### src/rtl/ez8_prog_loader.sv
// rtl/ez8_prog_loader.sv - framed byte-stream program loader for the ez8 instruction memory
module ez8_prog_loader #(
   parameter int ADDR_WIDTH = 12,
   parameter int WORD_WIDTH = 16
) (
   input  logic                  clk,
   input  logic                  reset,
   input  logic [7:0]            in_data,
   input  logic                  in_valid,
   output logic                  in_ready,
   input  logic                  reload,
   output logic [ADDR_WIDTH-1:0] instr_writeaddr,
   output logic [WORD_WIDTH-1:0] instr_writedata,
   output logic                  instr_write_en,
   output logic                  cpu_pause,
   output logic                  cpu_reset,
   output logic                  done,
   output logic                  error
);

   // Word counter is compared against a 12-bit frame length, so widen both sides
   // to whichever is larger plus one bit to hold "words written" without wrapping.
   localparam int CW = ((ADDR_WIDTH > 12) ? ADDR_WIDTH : 12) + 1;

   typedef enum logic [3:0] {
      S_LEN_HI,
      S_LEN_LO,
      S_DATA_HI,
      S_DATA_LO,
      S_WRITE,
      S_SUM,
      S_CPU_RST,
      S_RUN,
      S_ERROR
   } state_t;

   state_t                  state, state_n;
   logic [11:0]             len_q;
   logic [WORD_WIDTH-1:0]   data_q;
   logic [ADDR_WIDTH-1:0]   addr_q;
   logic [7:0]              sum_q;
   logic                    xfer;
   logic                    last_word;
   logic [CW-1:0]           written;

   assign xfer      = in_valid && in_ready;
   assign written   = CW'(addr_q) + CW'(1);
   assign last_word = (written == CW'(len_q));

   // All handshake and CPU-control outputs are decoded straight from state.
   assign in_ready        = (state == S_LEN_HI) || (state == S_LEN_LO) || (state == S_DATA_HI) ||
                            (state == S_DATA_LO) || (state == S_SUM);
   assign instr_write_en  = (state == S_WRITE);
   assign cpu_pause       = !((state == S_CPU_RST) || (state == S_RUN));
   assign cpu_reset       = (state == S_CPU_RST);
   assign done            = (state == S_RUN);
   assign error           = (state == S_ERROR);
   assign instr_writeaddr = addr_q;
   assign instr_writedata = data_q;

   // State register plus the datapath registers captured on byte transfers.
   always_ff @(posedge clk or posedge reset) begin
      if (reset) begin
         state  <= S_LEN_HI;
         len_q  <= '0;
         data_q <= '0;
         addr_q <= '0;
         sum_q  <= '0;
      end else begin
         state <= state_n;
         case (state)
            S_LEN_HI: if (xfer) len_q[11:8] <= in_data[3:0];
            S_LEN_LO: if (xfer) len_q[7:0] <= in_data;
            S_DATA_HI: begin
               if (xfer) begin
                  data_q[WORD_WIDTH-1 -: 8] <= in_data;
                  sum_q                     <= sum_q + in_data;
               end
            end
            S_DATA_LO: begin
               if (xfer) begin
                  data_q[7:0] <= in_data;
                  sum_q       <= sum_q + in_data;
               end
            end
            // Address advances as the strobe drops so it is stable while the strobe is high.
            S_WRITE: addr_q <= addr_q + 1'b1;
            // Re-entering LEN_HI from a terminal state starts a clean frame.
            S_RUN, S_ERROR: begin
               if (reload) begin
                  addr_q <= '0;
                  sum_q  <= '0;
               end
            end
            default: ;
         endcase
      end
   end

   // Next-state decode; byte states only move on an accepted transfer.
   always_comb begin
      state_n = state;
      case (state)
         S_LEN_HI: begin
            if (xfer) state_n = (in_data[7:4] != 4'd0) ? S_ERROR : S_LEN_LO;
         end
         S_LEN_LO: begin
            if (xfer) state_n = ({len_q[11:8], in_data} == 12'd0) ? S_SUM : S_DATA_HI;
         end
         S_DATA_HI: if (xfer) state_n = S_DATA_LO;
         S_DATA_LO: if (xfer) state_n = S_WRITE;
         S_WRITE:   state_n = last_word ? S_SUM : S_DATA_HI;
         S_SUM: begin
            if (xfer) state_n = (in_data == sum_q) ? S_CPU_RST : S_ERROR;
         end
         S_CPU_RST: state_n = S_RUN;
         S_RUN:     if (reload) state_n = S_LEN_HI;
         S_ERROR:   if (reload) state_n = S_LEN_HI;
         default:   state_n = S_LEN_HI;
      endcase
   end

endmodule

### config.mk
export PLATFORM = sky130hd
export DESIGN_NAME = ez8_prog_loader
export DESIGN_NICKNAME = d
export VERILOG_FILES = /design/src/rtl/ez8_prog_loader.sv
export SDC_FILE = /design/constraint.sdc
export NUM_CORES = 1
export LEC_CHECK = 0
export CAP_MARGIN = 0
export CORE_MARGIN = 1
export CORE_UTILIZATION = 49
export DETAILED_ROUTE_END_ITERATION = 7
export GPL_ROUTABILITY_DRIVEN = 0
export PLACE_DENSITY = 0.86
export SLEW_MARGIN = 25
export SYNTH_ARGS = -nofsm -noshare
export SYNTH_HDL_FRONTEND = slang
export SYNTH_SLANG_ARGS = --single-unit
### constraint.sdc
create_clock -name clk -period 2.05 [get_ports clk]
set_input_delay 0.615 -clock clk [delete_from_list [all_inputs] [get_ports clk]]
set_output_delay 0.615 -clock clk [all_outputs]
set_load 0.02 [all_outputs]
==> results of run 1 <==
metal layers:
| layer | global-route usage [%] | wire length [µm] |
|---|---|---|
| met5 | 0 | 0 |
| met2 | 43.7 | 4100 |
| met4 | 11.8 | 163 |
| met1 | 34.2 | 3430 |
| met3 | 5.86 | 626 |
placed cells by master (no fill, tap or decap), types with 3 or more instances in the layout:
cell and instances:
sky130_fd_sc_hd__a22o_1 8, sky130_fd_sc_hd__ha_4 4, sky130_fd_sc_hd__nand2_1 29, sky130_fd_sc_hd__nor3_2 3, sky130_fd_sc_hd__mux2_2 28, sky130_fd_sc_hd__buf_4 57, sky130_fd_sc_hd__nor2_1 17, sky130_fd_sc_hd__inv_1 6
sky130_fd_sc_hd__o21ai_1 7, sky130_fd_sc_hd__o21a_1 3, sky130_fd_sc_hd__xnor2_1 12, sky130_fd_sc_hd__nand3_1 9, sky130_fd_sc_hd__o31ai_1 3, sky130_fd_sc_hd__nor2_2 3, sky130_fd_sc_hd__dfrtp_1 45, sky130_fd_sc_hd__dlymetal6s2s_1 7
sky130_fd_sc_hd__o21ai_0 13, sky130_fd_sc_hd__xor2_1 9, sky130_fd_sc_hd__clkbuf_2 6, sky130_fd_sc_hd__a21oi_1 9, sky130_fd_sc_hd__dfrtp_2 7, sky130_fd_sc_hd__nor4_1 3, sky130_fd_sc_hd__clkdlybuf4s50_1 28, sky130_fd_sc_hd__ha_1 3
sky130_fd_sc_hd__clkbuf_8 5
power by group:
group | internal, mW | switching [mW]
combinational | 0.946 | 0.843
clock | 0.244 | 0.351
sequential | 1.31 | 0.243
synth_stat cells (2+ instances only):
master / instances / area, µm²
sky130_fd_sc_hd__a31oi_1: 2 / 12.5
sky130_fd_sc_hd__xnor2_1: 14 / 123
sky130_fd_sc_hd__clkbuf_1: 5 / 18.8
sky130_fd_sc_hd__nand4_1: 2 / 12.5
sky130_fd_sc_hd__nor4_1: 5 / 31.3
sky130_fd_sc_hd__and3_1: 2 / 12.5
sky130_fd_sc_hd__nand3b_1: 2 / 15.0
sky130_fd_sc_hd__dfrtp_1: 52 / 1300
sky130_fd_sc_hd__xor2_1: 10 / 87.6
sky130_fd_sc_hd__o211ai_1: 2 / 15.0
sky130_fd_sc_hd__buf_2: 4 / 20.0
sky130_fd_sc_hd__o22ai_1: 2 / 12.5
sky130_fd_sc_hd__o21a_1: 3 / 22.5
sky130_fd_sc_hd__nor2_1: 20 / 75.1
sky130_fd_sc_hd__nor3_1: 4 / 20.0
sky130_fd_sc_hd__mux2_2: 29 / 327
sky130_fd_sc_hd__nand3_1: 9 / 45.0
sky130_fd_sc_hd__o31ai_1: 3 / 22.5
sky130_fd_sc_hd__a21o_1: 2 / 15.0
sky130_fd_sc_hd__o21ai_1: 6 / 30.0
sky130_fd_sc_hd__and4_4: 2 / 22.5
sky130_fd_sc_hd__a22o_1: 8 / 70.1
sky130_fd_sc_hd__a211oi_1: 2 / 15.0
sky130_fd_sc_hd__a21oi_1: 10 / 50.1
sky130_fd_sc_hd__inv_1: 7 / 26.3
sky130_fd_sc_hd__nor3b_1: 2 / 15.0
sky130_fd_sc_hd__a311o_1: 2 / 20.0
sky130_fd_sc_hd__nand2_1: 29 / 109
sky130_fd_sc_hd__a32oi_1: 2 / 17.5
sky130_fd_sc_hd__ha_1: 8 / 100
sky130_fd_sc_hd__o21ai_0: 15 / 75.1
sky130_fd_sc_hd__nor2b_1: 2 / 12.5
critical path, cell delays in order:
cell and delay (ps):
sky130_fd_sc_hd__clkdlybuf4s50_1 440, sky130_fd_sc_hd__ha_1 360, sky130_fd_sc_hd__buf_4 140, sky130_fd_sc_hd__nor3_1 40
sky130_fd_sc_hd__nor2_1 120, sky130_fd_sc_hd__o41a_1 270, sky130_fd_sc_hd__mux2_4 320, sky130_fd_sc_hd__o211ai_1 80
state kept, by name, summed over array words and instances (netlist names):
signal and count:
instr_writeaddr 12, instr_writedata 16, len_q 12, state 4, sum_q 8
repair_timing:
| action | CTS | global route |
|---|---|---|
| resized for setup | 25 | 37 |
| pin swaps | 8 | 15 |
| setup endpoints to repair | 15 | 31 |
| buffers inserted | 3 | 3 |
| gates cloned | 0 | 0 |
cell type report:
class / count / area share (%)
Tap cell: 72 / 2.18
Clock buffer: 6 / 1.76
Clock inverter: 2 / 0.333
Multi-Input combinational cell: 215 / 40.9
Sequential cell: 52 / 31.7
Inverter: 9 / 0.817
Timing Repair Buffer: 106 / 22.3
logic make-up (layout without fill, tap and decap cells):
group                    Yosys count  count (layout)  share of synthesized area [%]
AND/OR/NAND/NOR                   85              85                           14.3
AO/OA/AOI/OAI                     68              68                           15.9
flip-flops                        52              52                           44.4
multiplexers                      29              29                           11.1
XOR/XNOR                          24              24                           7.17
buffers and inverters             20             123                           2.99
adder cells (fa/ha/maj)            9               9                           4.10
metrics by stage:
step / cell area [µm²] / worst slack (ps) / setup TNS [ps]
floorplan: 2980 / -33.2 / -58.4
global placement: 3910 / -628 / -5060
detailed placement: 3910 / -663 / -6080
CTS: 4040 / -100 / -100
global route: 4130 / -160 / -304
finish: 4130 / -109 / -109
worst max path at each step:
stage / start / slack (ps) / to / cells after the start
2_1_floorplan: in_data[1] / -30 / sum_q[7]$_DFFE_PP0P_ / 7
3_3_place_gp: in_data[1] / -630 / sum_q[7]$_DFFE_PP0P_ / 8
3_5_place_dp: in_data[1] / -660 / sum_q[7]$_DFFE_PP0P_ / 8
4_1_cts: in_data[3] / -100 / sum_q[7]$_DFFE_PP0P_ / 7
5_1_grt: in_data[5] / -160 / sum_q[7]$_DFFE_PP0P_ / 8
6_report: in_data[5] / -110 / sum_q[7]$_DFFE_PP0P_ / 8
==> results.txt, run 1 <==
----------------------------------------------------
[Outcome]
  Result of the run ... finished with violations
  Violated checks ... setup timing

[Timing]
  Period utilisation layout ... 105%
  Slack of the critical path ... -109 ps
  Max-slew headroom ... 66.1%
  Final period demand of the worst path ... 2160 ps
  Unrepaired setup endpoints after global routing ... true
  F_max ... 0.463 GHz
  Count of endpoints failing setup in the final report ... 1
  Worst slack on hold paths ... 514 ps
  Worst clock skew ... 10.3 ps
  Final Hold Fails ... 0
  Total count of max-transition violations in the final report ... 0
  Actual transition at the worst max-transition pin ... 508 ps

[Floorplanning]
  Standard-cell row count ... 27
  Die X ... 79.4 µm
  Placeable Area ... 0.00564 mm²
  Die extent in y ... 79.4 µm
  I/O pin total ... 46
  Initial cell density of the core ... 52.0%
  Die footprint ... 0.00630 mm²

[Clock tree]
  CTS HTree Levels ... 2
  # clock sinks ... 52
  Maximum buffer depth of the clock tree ... 2
  Count of hold buffers inserted by post-cts repair ... 0
  CTS tree ... done
  Latest clock arrival within the worst-skew pair ... 310 ps
  Register clock-pin slew on the reported worst setup and hold paths ... 100 ps
  Buffer cell driving the clock tree root ... sky130_fd_sc_hd__clkbuf_8
  Number of clock buffers inserted by TritonCTS ... 5

[Pwr]
  PwrDens ... 952 mW/mm²
  Cell leakage power ... 1.93 nW
  IR drop worst, VDD ... 0.769 mV
  Sum of internal, switching and leakage power ... 3.94 mW

[Flow run]
  Number of violations of the max-capacitance limit ... 0

[Global route]
  Global-route wire length before repair ... 12,900 µm
  All-layer global routing usage ... 26.8%
  Vias in the first global route ... 2,753
  Grt ovf ... 0
  Largest net degree at the start of global routing ... 26
  Initial antenna violation count ... 0

[Layout]
  Combined area of the multi-input logic cells ... 0.00169 mm²
  Nets@finish ... 410
  Number of non-filler instances in the completed layout ... 462
  Proportion of layout cells with a drive suffix above 1 ... 36.2%
  Number of antenna repair diodes ... 0
  FF+latch area ... 0.00131 mm²
  Number of fill cells ... 344
  Synth-to-layout area growth ... 40.9%
  Share of the core filled with cells ... 73.3%

[Logic synthesis]
  Synth Cell Area ... 0.00293 mm²
  Mean post-synth cell area ... 10.2 µm²
  Commonest register cell after synthesis ... sky130_fd_sc_hd__dfrtp_1
  FF+latch count, synth ... 52
  Sequential element share of the synthesized area ... 44.4%
  Synth Warn # ... 0
  Proportion of register bits with asynchronous set or reset after synthesis ... 100%
  Count of mapped cells out of synthesis ... 287
  Library cells used by synthesis ... 52
  Post-synthesis net count ... 308
  Number of enable-type register cells in the synthesized netlist ... 0

[Setup path]
  Slack of the worst reg-to-reg path ... -40 ps
  Data required time of the critical path ... 2280 ps
  Number of cells traversed by the worst register-to-register path ... 7
  Startpoint kind of the worst setup timing path ... primary input
  CP arrival ... 2390 ps
  Worst reg2reg path startpoint ... sum_q[1]$_DFFE_PP0P_
  Capture instance of the worst register-to-register path ... sum_q[7]$_DFFE_PP0P_
  Setup crit end kind ... flop
  Worst Setup Path Type ... in -> reg
  Maximum fanout count along the critical path ... 2

[Drt]
  Number of violations reported at the end of detailed-routing iteration 0 ... 192
  Vias ... 2,729
  Number of routed nets with antenna violations ... 0
  Number of remaining DRC errors ... 0
  Drt wl/cell ... 18.0 µm
  Average via count per standard cell ... 5.91
  DR pass1 iterations ... 4
  Routed Wire Length ... 8310 µm

[Worst hold path]
  Worst hold path stage count ... 1
  Path type of the worst min-delay path ... reg -> reg
  Worst hold endpoint ... instr_writedata[10]$_DFFE_PP0P_
  Beginning of the worst hold path ... instr_writedata[10]$_DFFE_PP0P_

[Placement]
  # port buffers ... 45
  Inst Count DP ... 448
  Half-perimeter wire length of the detailed placement result ... 5580 µm

----------------------------------------------------
Note: power is estimated with default switching activity, not from simulation.
==> run 2: changes to the inputs <==
REMOVE_ABC_BUFFERS = 1   (was unset)
==> run 2 against run 1 <==
- the run still ends with setup timing left
- non-clock buffer count is 2 higher
- cell area is 0.30% higher
- global-route usage is 3.0 points higher
- worst setup slack better by 33 ps
- fmax is 1.5% higher
- sequential cell count stayed put
- worst hold slack better by 2.5 ps
- combinational power is 4% higher
==> results.txt, run 2 (same netlist as run 1, synthesis figures left out) <==
----------------------------------------------------
[Floorplanning]
  Die extent in y ... 79.4 µm (unchanged)
  I/O pin total ... 46 (unchanged)
  Die X ... 79.4 µm (unchanged)
  Initial cell density of the core ... 52.0% (unchanged)
  Placeable Area ... 0.00564 mm² (unchanged)
  Standard-cell row count ... 27 (unchanged)
  Die footprint ... 0.00630 mm² (unchanged)

[Layout]
  Number of non-filler instances in the completed layout ... 464 (+0.43%)
  Most common cell after layout, fill and taps aside ... sky130_fd_sc_hd__buf_4
  Fin area ... 0.00415 mm² (+0.30%)
  Proportion of layout cells with a drive suffix above 1 ... 33.7% (-2.5 points)
  Synth-to-layout area growth ... 41.3%
  Number of flip-flops under the largest register name ... 16 (unchanged)
  Number of antenna repair diodes ... 0 (unchanged)
  Nets@finish ... 412 (+0.49%)
  Share of the core filled with cells ... 73.5% (+0.22 points)
  Commonest non-fill, non-tap cells in the layout ... sky130_fd_sc_hd__buf_4 (61), sky130_fd_sc_hd__dfrtp_1 (51), sky130_fd_sc_hd__nand2_1 (29)

[Timing]
  Final Hold Fails ... 0 (unchanged)
  Total count of max-transition violations in the final report ... 0 (unchanged)
  Max-slew headroom ... 66.3% (+0.19 points)
  Count of endpoints failing setup in the final report ... 4 (+3)
  Slack of the critical path ... -75.9 ps (+32.9 ps)
  Unrepaired setup endpoints after global routing ... true
  Worst clock skew ... 12.8 ps (+2.54 ps)
  F_max ... 0.470 GHz (+1.5%)
  Actual transition at the worst max-transition pin ... 502 ps (-6.88 ps)
  Period utilisation layout ... 104% (-1.6 points)
  Final period demand of the worst path ... 2130 ps (-32.9 ps)

[Clock tree]
  Buffer cell driving the clock tree root ... sky130_fd_sc_hd__clkbuf_8
  CTS HTree Levels ... 2 (unchanged)
  # clock sinks ... 52 (unchanged)
  Maximum buffer depth of the clock tree ... 2 (unchanged)
  Latest clock arrival within the worst-skew pair ... 310 ps (about the same)
  Count of hold buffers inserted by post-cts repair ... 0 (unchanged)
  CTS tree ... done
  Number of clock buffers inserted by TritonCTS ... 5 (unchanged)
  Register clock-pin slew on the reported worst setup and hold paths ... 90 ps (about the same)

[Placement]
  Inst Count DP ... 450 (+0.45%)
  Post-DP Area ... 0.00386 mm² (-1.2%)
  # port buffers ... 45 (unchanged)
  Setup Slack @ Placement ... -680 ps (-16.7 ps)
  Half-perimeter wire length of the detailed placement result ... 5830 µm (+4.5%)

[Setup path]
  CP arrival ... 2330 ps (-60 ps)
  Largest incremental delay on the critical path ... 420 ps (-20 ps)
  Maximum fanout count along the critical path ... 6 (+4)
  Startpoint kind of the worst setup timing path ... primary input
  Data required time of the critical path ... 2260 ps (-20 ps)
  Slowest library cell on the worst path ... sky130_fd_sc_hd__fa_2
  Setup crit end kind ... flop
  Most frequent cell on the critical path ... sky130_fd_sc_hd__a21oi_2
  Worst Setup Path Type ... in -> reg
  CP Cell Sequence ... buf_2 -> buf_4 -> fa_2 -> a21o_1 -> a21oi_2 -> o21bai_1 -> a21oi_2 -> xnor2_1 -> a22o_1

[Worst hold path]
  Path type of the worst min-delay path ... reg -> reg

[Global route]
  Global-route wire length before repair ... 14,300 µm (+10%)
  All-layer global routing usage ... 29.8% (+3.0 points)
  Initial antenna violation count ... 0 (unchanged)
  Largest net degree at the start of global routing ... 32 (+23%)
  Vias in the first global route ... 2,839 (+3.1%)
  Grt ovf ... 0 (unchanged)

[Drt]
  Vias ... 2,925 (+7.2%)
  Number of remaining DRC errors ... 0 (unchanged)
  Drt wl/cell ... 20.6 µm (+15%)
  DR pass1 iterations ... 6 (+2)
  Number of routed nets with antenna violations ... 0 (unchanged)
  Average via count per standard cell ... 6.30 (+6.7%)
  Number of violations reported at the end of detailed-routing iteration 0 ... 251 (+31%)
  Routed Wire Length ... 9580 µm (+15%)

[Pwr]
  IR drop worst, VDD ... 0.934 mV (+21%)
  PwrDens ... 977 mW/mm² (+2.6%)
  Sum of internal, switching and leakage power ... 4.05 mW (+2.9%)
  Cell leakage power ... 2.02 nW (+4.6%)

[Flow run]
  Number of violations of the max-capacitance limit ... 0 (unchanged)

[Outcome]
  Result of the run ... finished with violations
  Violated checks ... setup timing

----------------------------------------------------
-- run 2: cell type report --
cell class                 instances  area [µm²]
sequential                        52        1300
fill                             360        1500
multi-input combinational        215        1700
tap                               72        90.1
clock buffer                       7        86.3
timing repair buffer             108         923
clock inverter                     1        7.51
inverter                           9        33.8
-- run 2: through the flow --
step,setup TNS [ps],hold WS [ps]
CTS,0,519
floorplan,-413,470
global route,-468,540
global placement,-4680,490
detailed placement,-5320,497
finish,-192,517
-- run 2: final timing paths --
| kind | slack, ps | endpoint | cells past startpoint | start |
|---|---|---|---|---|
| max | -80 | sum_q[6]$_DFFE_PP0P_ | 9 | in_data[1] |
| min | 520 | instr_writedata[2]$_DFFE_PP0P_ | 1 | instr_writedata[2]$_DFFE_PP0P_ |
| max reg2reg | -70 | sum_q[6]$_DFFE_PP0P_ | 8 | sum_q[0]$_DFFE_PP0P_ |
| min reg2reg | 520 | instr_writedata[2]$_DFFE_PP0P_ | 1 | instr_writedata[2]$_DFFE_PP0P_ |
| max in group asynchronous | 990 | state[0]$_DFFE_PP0P_ | 3 | reset |
| min in group asynchronous | 580 | instr_writedata[3]$_DFFE_PP0P_ | 2 | reset |
-- run 2: timing repair --
action	CTS	global route
setup endpoints to repair	17	31
endpoints found under the hold margin	0	0
gates cloned	0	0
pin swaps	12	22
setup buffers	3	4
gates resized for setup	38	31
-- run 2: where the power goes --
group / internal, mW / total, mW / switching, mW
clock: 0.275 / 0.630 / 0.355
combinational: 0.944 / 1.86 / 0.916
sequential: 1.31 / 1.56 / 0.252
-- run 2: critical path, delay by kind of cell --
kind | cells | cell delay [ps]
adder cells (fa/ha/maj) | 1 | 420
AO/OA/AOI/OAI | 5 | 860
buffers and inverters | 2 | 300
XOR/XNOR | 1 | 130
-- run 2: routing by layer --
metal	up-vias	track usage [%]	wire length [µm]
met4	0	14.7	552
met1	1415	36.5	3540
met3	62	4.71	689
met2	197	50.9	4800
li1	1251	-	-
met5	-	0	0
